===== config.mk =====
export PLATFORM = sky130hd
export DESIGN_NAME = vec_pair_scan
export DESIGN_NICKNAME = d
export VERILOG_FILES = /design/src/rtl/vec_pair_scan.sv
export SDC_FILE = /design/constraint.sdc
export NUM_CORES = 1
export LEC_CHECK = 0
export CAP_MARGIN = 10
export CORE_MARGIN = 2
export CORE_UTILIZATION = 33
export DETAILED_ROUTE_END_ITERATION = 6
export GPL_TIMING_DRIVEN = 0
export PLACE_DENSITY = 0.62
export SETUP_SLACK_MARGIN = 0.02
export SLEW_MARGIN = 15
export SYNTH_ARGS = -nofsm -noshare
export SYNTH_HDL_FRONTEND = slang
export SYNTH_SLANG_ARGS = --single-unit
export TNS_END_PERCENT = 1

===== constraint.sdc =====
create_clock -name clk -period 3.8 [get_ports clk]
set_input_delay 0.57 -clock clk [delete_from_list [all_inputs] [get_ports clk]]
set_output_delay 0.57 -clock clk [all_outputs]
set_load 0.01 [all_outputs]

===== src/rtl/vec_pair_scan.sv =====
// Nav x obs vector-pair address generator: walks every (obs, nav) pair once per run, LANES nav addresses per beat.
// Optional VEC_PAIR_SCAN_OUTREG_EN: registers all outputs through a 2-entry skid buffer.
module vec_pair_scan #(
  parameter int OBS_VEC_NUM    = 49,
  parameter int NAV_VEC_NUM    = 539,
  parameter int LANES          = 1,
  parameter int NAV_ADDR_WIDTH = $clog2(NAV_VEC_NUM),
  parameter int OBS_ADDR_WIDTH = $clog2(OBS_VEC_NUM)
) (
  input  logic                      clk,
  input  logic                      rst_n,
  input  logic                      start,
  input  logic                      abort,
  input  logic [NAV_ADDR_WIDTH:0]   nav_count,
  input  logic [OBS_ADDR_WIDTH:0]   obs_count,
  output logic                      out_valid,
  input  logic                      out_ready,
  output logic [NAV_ADDR_WIDTH-1:0] nav_addr,
  output logic [LANES-1:0]          nav_mask,
  output logic [OBS_ADDR_WIDTH-1:0] obs_addr,
  output logic                      row_first,
  output logic                      row_last,
  output logic                      last,
  output logic                      busy,
  output logic                      done
);

  localparam int NCW = NAV_ADDR_WIDTH + 1;
  localparam int OCW = OBS_ADDR_WIDTH + 1;
  localparam logic [NCW-1:0] NAV_MAX = NCW'(NAV_VEC_NUM);
  localparam logic [OCW-1:0] OBS_MAX = OCW'(OBS_VEC_NUM);

  typedef enum logic [1:0] {S_IDLE, S_RUN, S_DRAIN, S_FIN} state_t;

  typedef struct packed {
    logic [NAV_ADDR_WIDTH-1:0] nav;
    logic [LANES-1:0]          mask;
    logic [OBS_ADDR_WIDTH-1:0] obs;
    logic                      rf;
    logic                      rl;
    logic                      lst;
  } beat_t;

  function automatic logic [NCW-1:0] sat_nav(input logic [NCW-1:0] c);
    return (c > NAV_MAX) ? NAV_MAX : c;
  endfunction

  function automatic logic [OCW-1:0] sat_obs(input logic [OCW-1:0] c);
    return (c > OBS_MAX) ? OBS_MAX : c;
  endfunction

  state_t                    state_q, state_d;
  logic [NAV_ADDR_WIDTH-1:0] nav_q, nav_d;
  logic [OBS_ADDR_WIDTH-1:0] obs_q, obs_d;
  logic [NCW-1:0]            nav_cnt_q, nav_cnt_d;
  logic [OCW-1:0]            obs_cnt_q, obs_cnt_d;

  logic [NCW-1:0] nav_sat, nav_ext, nav_nxt;
  logic [OCW-1:0] obs_sat;
  logic           core_valid, core_ready, core_acc, fin_acc;
  beat_t          beat_c, beat_o, beat_g;
  logic           vld_o;

  assign nav_sat    = sat_nav(nav_count);
  assign obs_sat    = sat_obs(obs_count);
  assign nav_ext    = {1'b0, nav_q};
  assign nav_nxt    = nav_ext + NCW'(LANES);
  assign core_valid = (state_q == S_RUN);
  assign core_acc   = core_valid && core_ready;

  // Stage p0: beat derived from the counter registers
  always_comb begin
    beat_c     = '0;
    beat_c.nav = nav_q;
    beat_c.obs = obs_q;
    for (int i = 0; i < LANES; i++) begin
      beat_c.mask[i] = (nav_ext + NCW'(i)) < nav_cnt_q;
    end
    beat_c.rf  = (nav_q == '0);
    beat_c.rl  = (nav_nxt >= nav_cnt_q);
    beat_c.lst = beat_c.rl && ({1'b0, obs_q} == (obs_cnt_q - OCW'(1)));
  end

  always_comb begin
    state_d   = state_q;
    nav_d     = nav_q;
    obs_d     = obs_q;
    nav_cnt_d = nav_cnt_q;
    obs_cnt_d = obs_cnt_q;
    case (state_q)
      S_IDLE: begin
        if (start) begin
          nav_cnt_d = nav_sat;
          obs_cnt_d = obs_sat;
          nav_d     = '0;
          obs_d     = '0;
          state_d   = (nav_sat == '0 || obs_sat == '0) ? S_FIN : S_RUN;
        end
      end
      S_RUN: begin
        if (core_acc) begin
          if (beat_c.rl) begin
            nav_d = '0;
            obs_d = obs_q + OBS_ADDR_WIDTH'(1);
          end else begin
            nav_d = nav_nxt[NAV_ADDR_WIDTH-1:0];
          end
          if (beat_c.lst) begin
`ifdef VEC_PAIR_SCAN_OUTREG_EN
            state_d = S_DRAIN;
`else
            state_d = S_FIN;
`endif
          end
        end
      end
      // Generation finished; wait for the last buffered beat to leave.
      S_DRAIN: begin
        if (fin_acc) state_d = S_FIN;
      end
      S_FIN:   state_d = S_IDLE;
      default: state_d = S_IDLE;
    endcase
    if (abort) state_d = S_IDLE;
  end

  always_ff @(posedge clk) begin
    if (!rst_n) state_q <= S_IDLE;
    else        state_q <= state_d;
  end

  always_ff @(posedge clk) begin
    nav_q     <= nav_d;
    obs_q     <= obs_d;
    nav_cnt_q <= nav_cnt_d;
    obs_cnt_q <= obs_cnt_d;
  end

`ifdef VEC_PAIR_SCAN_OUTREG_EN
  logic  vld_p0_q, vld_p1_q, adv;
  beat_t beat_p0_q, beat_p1_q;

  // Counters only see the registered skid state, never out_ready.
  assign core_ready = !vld_p0_q;
  assign adv        = !vld_p1_q || out_ready;
  assign fin_acc    = vld_p1_q && out_ready && beat_p1_q.lst;

  // Stage p1: skid entry (p0) and output register (p1)
  always_ff @(posedge clk) begin
    if (!rst_n || abort) begin
      vld_p0_q <= 1'b0;
      vld_p1_q <= 1'b0;
    end else if (adv) begin
      vld_p1_q <= vld_p0_q || core_acc;
      vld_p0_q <= 1'b0;
    end else if (core_acc) begin
      vld_p0_q <= 1'b1;
    end
  end

  always_ff @(posedge clk) begin
    if (adv) beat_p1_q <= vld_p0_q ? beat_p0_q : beat_c;
    else if (core_acc) beat_p0_q <= beat_c;
  end

  assign vld_o  = vld_p1_q;
  assign beat_o = beat_p1_q;
  assign busy   = (state_q == S_RUN) || (state_q == S_DRAIN);
`else
  assign core_ready = out_ready;
  assign fin_acc    = core_acc && beat_c.lst;
  assign vld_o      = core_valid;
  assign beat_o     = beat_c;
  assign busy       = (state_q == S_RUN);
`endif

  // Payload reads as zero whenever no beat is presented.
  assign beat_g    = vld_o ? beat_o : '0;
  assign out_valid = vld_o;
  assign nav_addr  = beat_g.nav;
  assign nav_mask  = beat_g.mask;
  assign obs_addr  = beat_g.obs;
  assign row_first = beat_g.rf;
  assign row_last  = beat_g.rl;
  assign last      = beat_g.lst;
  assign done      = (state_q == S_FIN);

endmodule


* Word level (Yosys, flattened, before mapping)
Index checks and enable logic that the tools add are counted.
** Storage, ports and cells
- Bits in registers :: 36
- Bits in latches :: 0
- RAM bits :: 0
- Memory bits (read-only) :: 0
- Input bits :: 23
- Output and inout port bits :: 23
- Logic and storage cells :: 53
- Memories kept :: 0
** Cells by class
- $add $sub $neg :: 3
- $mul :: 0
- Div/mod/pow operators :: 0
- Order comparisons :: 4
- Equality and inequality tests :: 9
- Shift operators :: 0
- Mux-type cells :: 17
- Bitwise gates (word level) :: 1
- Reduce and logical (&&, ||, !) cells :: 14
** Operators with widths (number)
- $mux W10 :: 3
- $mux W20 :: 1
- $pmux W10 S2 :: 1
- $mux W6 :: 3
- $pmux W6 S2 :: 1
- $add A10 B1 Y11 const B :: 1
- $ge A11 B11 Y1 :: 1
- $gt A11 B10 Y1 const B :: 1
- $logic_not A11 Y1 :: 1
- $lt A10 B11 Y1 :: 1
- $mux W11 :: 1
- $logic_not A10 Y1 :: 1
- $mux W2 :: 5
- $pmux W2 S4 :: 1
- $reduce_and A4 Y1 :: 2
- $eq A6 B7 Y1 :: 1
- $gt A7 B6 Y1 const B :: 1
- $logic_not A7 Y1 :: 1
- $mux W7 :: 1
- $sub A7 B1 Y7 const B :: 1
- $add A6 B1 Y6 const B :: 1
- $ne A2 B1 Y1 const B :: 3
- $eq A2 B2 Y1 const B :: 2
- $ne A2 B2 Y1 const B :: 2
- 9 further kinds :: 11

* Longest topological paths before layout
- Depth in word-level cells :: 7
- Gate-level depth with buffers :: 13
- Mapped depth without buffers :: 13

* Least setup slack after synthesis
No wires, ideal clock.
- Kind :: register to output
- Start point :: register nav_q[2]
- End point :: output last
- Arrival :: 2.359 ns
- Required time :: 3.230 ns
- Setup slack :: 0.871 ns
- Cell stages (with the launch flop) :: 14
- Path buffers :: 1
- Cells stage by stage :: edfxtp_1 > nand3_1 > nor2_1 > nand3_1 > nor2_1 > xnor2_1 > ha_1 > nand3_1 > nor3_1 > o31ai_1 > o211a_2 > clkbuf_1 > nor2_1 > and3_1
** On the way
- Cells in the longest elaborated chain, start to end :: 4
** RTL lines
- start, declared :: RTL line 53 : logic [NAV_ADDR_WIDTH-1:0] nav_q, nav_d;
- start signal, assigned :: RTL line 133 : nav_q <= nav_d;
- $add A10 B1 Y11 :: RTL line 67 : assign nav_nxt = nav_ext + NCW'(LANES);
- named net nav_nxt[9] :: RTL line 58 : logic [NCW-1:0] nav_sat, nav_ext, nav_nxt;
- $ge A11 B11 Y1 :: RTL line 80 : beat_c.rl = (nav_nxt >= nav_cnt_q);
- $logic_and A1 B1 Y1 :: RTL line 81 : beat_c.lst = beat_c.rl && ({1'b0, obs_q} == (obs_cnt_q - OCW'(1)));
- $mux W20 :: RTL line 178 : assign beat_g = vld_o ? beat_o : '0;
- end, declared :: RTL line 23 : output logic last,
The timed path passes the listed nets, and every way through them passes these cells.

* Worst setup path in the final report
- Start point :: register nav_q[4]
- End point :: output last
Same word-level chain as after synthesis.

==> flow_metrics.tcl <==
set metrics [dict create \
    cts_root_buffer "clkbuf_8" \
    wl_met2_um 2480 \
    setup_tns_ns 0 \
    fin_skew_ns 0.00927 \
    vias_per_cell 4.71 \
    outcome "finished, final reports clean" \
    gr-total-overflow 0 \
    yosysUniqueCellTypes 48 \
    hold_path_class "reg2reg" \
    power.total_mw 1.08 \
    synth_edf_count 34 \
    layout_commonest_cell "clkdlybuf4s50_1" \
    antenna_found_initial 0 \
    cts_tree "done" \
    netlist_instances 254 \
    cts_buffers 5 \
    setup_slack_ns 0.168 \
    worstSetupPathType "reg2out" \
    core-area_um2 7650 \
    combPwrFrac 0.243 \
    grt_pass1_wl_um 8720 \
    place_ws_ns 0.0754 \
    crit_path_max_fanout 11 \
    synth_area_um2 2580 \
    min_period_over_period 0.956 \
    num_io_pins 46 \
    syn2layout_area_growth_pct 30.0 \
    drive_gt1_frac 0.114 \
    powerDensity_nw_per_um2 323 \
    nNetsFinal 367 \
    die_w_um 92.4 \
    tightest_slew_ns 1.10 \
    vias 1964 \
    wl_um 5470 \
    avgSynthCellArea_um2 10.2 \
    die_h_um 92.4 \
    final_max_slew_viol_count 0 \
    io_buffers 45 \
    finalHoldViolations 0 \
    worst_ir_drop_vdd_mv 0.139 \
    cts.sinks 36 \
    setup_violations 0 \
    clock.fmax_ghz 0.275 \
    cp-start-kind "flip-flop" \
    rsz0062_at_grt "no" \
    layout_common_cells "clkdlybuf4s50_1, edfxtp_1, ha_1" \
    cts.clk_slew.worst_paths_ns 0.07 \
    grt_pass1_vias 1875 \
    end_kind "output port" \
    switching_share 0.284 \
    grt_max_degree 19 \
    cts_max_path_buffers 2 \
    ys.flop_type "edfxtp_1" \
    p_int_mw 0.775 \
    async_reset_ff_frac 0 \
    post-route-util 0.438 \
    ys_ff_latch 36 \
    synth_seq_area_share 0.411 \
    ant_nets 0 \
    diodes 0 \
    worstSkewPairLatency_ns 0.29 \
    design_area_um2 3350 \
    htreeDepth 2 \
    yosys_warnings 0 \
    p_seq_frac 0.479 \
    worstPathArrival_ns 3.06 \
    avgRoutedWirePerCell_um 13.1 \
    cap_violations 0 \
    topRoutingLayerUsed "met4" \
    timing.final.crit_period_ns 3.63 \
    clockPowerShare 0.278 \
    worstPathRequired_ns 3.23 \
    start_util 0.337 \
    p_switching_mw 0.307 \
    cts_hold_buf 0 \
    dp_hpwl_um 4340 \
    placed_area_um2 3160 \
    slowest_stage "clkdlybuf4s50_1" \
    power_leakage_nw 1.36 \
    place_congestion 0.859 \
    die-area_um2 8540 \
    track_usage 0.130 \
    core.rowCount 32 \
    maxSlewHeadroom 0.268 \
    drt-initial-drc-count 93 \
    slowest_delay_ns 0.53 \
    critical_path.cell_chain "nand3_2 > nor2_4 > nand3_1 > nor2_2 > xnor2_1 > ha_1 > nand3_2 > nor3_2 > o31ai_1 > o211a_4 > nor2_2 > and3_1 > clkdlybuf4s50_1" \
    wl_met1_um 2640 \
    wl_met3_um 214 \
    firstDrtPassIters 4 \
    post-route-drc-count 0 \
]
power groups by stage:
stage | Combinational, mW | Clock [mW] | Sequential, mW
after detailed placement | 0.242 | 0 | 0.529
after CTS | 0.246 | 0.306 | 0.518
after global routing | 0.296 | 0.321 | 0.523
after global placement | 0.237 | 0 | 0.528
final | 0.263 | 0.301 | 0.518
after floorplan | 0.163 | 0 | 0.512
registers in the layout, indices dropped and copies added (netlist names):
name and count:
obs_q 6, nav_q 10, nav_cnt_q 11, obs_cnt_q 7
state_q 2
stage by stage:
step | instances | hold WS (ns)
finish | 417 | 0.538
CTS | 410 | 0.546
detailed placement | 402 | 0.540
global placement | 402 | 0.519
global route | 417 | 0.576
floorplan | 255 | 0.483
worst max-delay path, delay by kind of cell, from the launching register on:
| family | cells | cell delay [ns] |
|---|---|---|
| AO/OA/AOI/OAI | 2 | 0.29 |
| XOR/XNOR | 1 | 0.09 |
| adder cells (fa/ha/maj) | 1 | 0.31 |
| buffers and inverters | 1 | 0.53 |
| flip-flops | 1 | 0.43 |
| AND/OR/NAND/NOR | 8 | 1.11 |
cell families after synthesis:
family	Yosys count	synth area share
other cells	1	0.00145
fa+ha+maj	30	0.145
flops	36	0.411
mux	2	0.00776
xor+xnor	20	0.0679
compound gates	34	0.0951
buf+inv	27	0.0412
simple gates	104	0.230
layout make-up:
cell class,instances,area (um2)
buffer,5,23.8
clock buffer,8,100
fill,742,4290
inverter,21,78.8
multi-input combinational,192,1450
sequential,36,1060
tap,102,128
timing repair buffer,53,510
repair_timing:
action / in CTS / in global routing
resized for setup: 1 / 7
setup endpoints to repair: 2 / 2
buffers inserted: 1 / 7
pin swaps: 0 / 2
routing by layer:
| layer | vias to the layer above | GRT usage |
|---|---|---|
| met5 | - | 0 |
| met4 | 0 | 0.0498 |
| met3 | 11 | 0.0252 |
| met2 | 46 | 0.207 |
| met1 | 881 | 0.173 |
| li1 | 1026 | - |
final timing paths:
kind | start | to | slack [ns] | depth (start not counted)
worst min register to register | state_q[1]$_SDFFE_PP0P_ | state_q[1]$_SDFFE_PP0P_ | 0.54 | 2
worst max register to register | state_q[1]$_SDFFE_PP0P_ | obs_q[0]$_SDFFCE_PN0P_ | 1.06 | 6
worst max-delay path | nav_q[4]$_SDFFCE_PP0P_ | last | 0.17 | 13
worst min-delay path | state_q[1]$_SDFFE_PP0P_ | state_q[1]$_SDFFE_PP0P_ | 0.54 | 2
cells in the mapped netlist (3+ instances only):
cell | count | area [um2]
edfxtp_1 | 34 | 1020
ha_1 | 30 | 375
xnor2_1 | 12 | 105
o21ai_0 | 4 | 20.0
nor2_1 | 20 | 75.1
o21a_1 | 4 | 30.0
nand2b_1 | 6 | 37.5
nand4_1 | 3 | 18.8
o211ai_1 | 3 | 22.5
inv_1 | 21 | 78.8
nor3_1 | 7 | 35.0
or2_2 | 4 | 25.0
clkbuf_1 | 4 | 15.0
nor4_1 | 3 | 18.8
and3_1 | 10 | 62.6
nand2_1 | 6 | 22.5
a21oi_1 | 5 | 25.0
nand3_1 | 9 | 45.0
and2_1 | 22 | 138
nor2b_1 | 3 | 18.8
a211oi_1 | 3 | 22.5
xor2_1 | 8 | 70.1
No activity file was read; power rests on OpenSTA's default activity.
==> RTL change (config.mk and constraints unchanged) <==
`OBS_VEC_NUM`: 49 -> 98.
--- a/src/rtl/vec_pair_scan.sv
+++ b/src/rtl/vec_pair_scan.sv
@@ -2,5 +2,5 @@
 // Optional VEC_PAIR_SCAN_OUTREG_EN: registers all outputs through a 2-entry skid buffer.
 module vec_pair_scan #(
-  parameter int OBS_VEC_NUM    = 49,
+  parameter int OBS_VEC_NUM    = 98,
   parameter int NAV_VEC_NUM    = 539,
   parameter int LANES          = 1,
Ports: changed (resized obs_addr and obs_count); port bits go from 46 to 48. The function was not compared with the original's and may differ.
==> RTL change against the unedited design <==
- final area up 4.0%
- synthesized cell count grew 5.5%
- final cell count is 4.3% higher
- die area increased by 4.1%
- worst setup slack better by 0.071 ns
- sequential cell count rose by 2
- wire length up 4.8%
- sequential power rose by 6.6%
- power rose by 5.0%
- area after synthesis increased by 4.3%
==> RTL change: results (changes against the unedited design) <==
| Metric | Value |
|---|---|
| Share of layout cells above drive strength 1 | 9.910% (-1.5 points) |
| Crit Path Max Fanout | 10 (-1) |
| Vias in the first global route | 2091 (+12%) |
| Layout Cells excl Fill | 435 (+4.3%) |
| Commonest cells in the synthesized netlist | edfxtp_1, ha_1, and2_1 |
| Post-synth EDFFs | 36 (+5.9%) |
| Mux cell area share after synthesis | 0.7442% (-0.032 points) |
| Xor/xnor share of the synthesized area | 6.512% (-0.28 points) |
| CP max stage delay | 0.41 ns (-0.12 ns) |
| Count of different cell masters after synthesis | 45 (-6.3%) |
| Final nets | 387 (+5.4%) |
| Detailed placer's ending HPWL | 4542 um (+4.7%) |
| CP top delay family | compound AO/OA/AOI/OAI gates |
| DP Worst Slack | -0.0001452 ns (-0.07560 ns) |
| Port Buf Inserts | 47 (+4.4%) |
| Placed cell areas | 3292 um2 (+4.1%) |
| Placer Congestion | 0.8655 (+0.73%) |
| Post-synthesis adder-cell area fraction | 14.42% (-0.13 points) |
| Top Registers | nav_cnt_q (11), nav_q (10), obs_cnt_q (8) |
| Sequential area share after synthesis | 41.67% (+0.55 points) |
| Clock Skew | 0.009091 ns (-0.0001802 ns) |
| Slew HR | 27.62% (+0.80 points) |
| Leakage | 1.426 nW (+5.0%) |
| First-pass GRT wire length | 9611 um (+10%) |
| Peak VDD IR | 0.0001156 V (-17%) |
| Initial Utilization | 34.46% (+0.72 points) |
| Status | finished clean |
| DRT iter0 DRCs | 100 (+7.5%) |
| Post-placement cell count | 418 (+4.0%) |
| Critical-path cell with the highest stage delay | edfxtp_1 |
[RTL change: kinds of logic after synthesis]
| family | count (synthesis) |
|---|---|
| AND/OR/NAND/NOR | 114 |
| flip-flops | 38 |
| AO/OA/AOI/OAI | 34 |
| adder cells (fa/ha/maj) | 31 |
| buffers and inverters | 28 |
| XOR/XNOR | 20 |
| multiplexers | 2 |
| other | 1 |
[RTL change: timing repair]
| item | CTS | global route |
|---|---|---|
| pin swaps | 0 | 1 |
| endpoints found under the setup margin | 2 | 2 |
| setup buffers | 8 | 1 |
| gates resized for setup | 4 | 4 |
[RTL change: metal layers]
layer  part of all wire (%)  global-route usage, %  wire length (um)  vias to the layer above
met2                     45                  22.44              2584                       52
li1                       -                      -                 -                     1074
met1                     49                  18.63              2825                      941
met4                    1.0                  3.502                59                        0
met3                    4.5                  3.050               260                        5
met5                      0                      0                 0                        -
[RTL change: power by group]
group          leakage, nW  switching, mW  internal [mW]
combinational         1.01          0.150          0.148
sequential           0.366         0.0434          0.509
clock               0.0455          0.138          0.148
[RTL change: worst reg2reg max path, cell delays in order (launching register included)]
cell,delay [ns]
dfxtp_1,0.42
inv_1,0.11
ha_1,0.31
inv_2,0.24
o22ai_1,0.15
a21oi_1,0.85
and2_1,0.45
[RTL change: area by class of cell]
type                       count  area [um2]
fill                         768        4322
multi-input combinational    203        1495
sequential                    38        1121
timing repair buffer          56       539.3
tap                          102       127.6
clock buffer                   8       90.09
inverter                      23       86.33
buffer                         5       26.28
[RTL change: per-stage QoR]
stage               total power, mW    TNS (ns)
floorplan                    0.7276           0
global placement             0.8295           0
detailed placement           0.8377  -0.0001452
CTS                           1.140           0
global route                  1.210           0
finish                        1.136           0
[RTL change: worst paths after layout]
check / depth (start not counted) / slack (ns) / startpoint / end
max: 12 / 0.24 / nav_q[1]$_SDFFCE_PP0P_ / last
min: 2 / 0.56 / state_q[0]$_SDFFE_PP0P_ / state_q[0]$_SDFFE_PP0P_
max reg2reg: 6 / 0.95 / state_q[1]$_SDFFE_PP0P_ / obs_q[3]$_SDFFCE_PN0P_
min reg2reg: 2 / 0.56 / state_q[0]$_SDFFE_PP0P_ / state_q[0]$_SDFFE_PP0P_
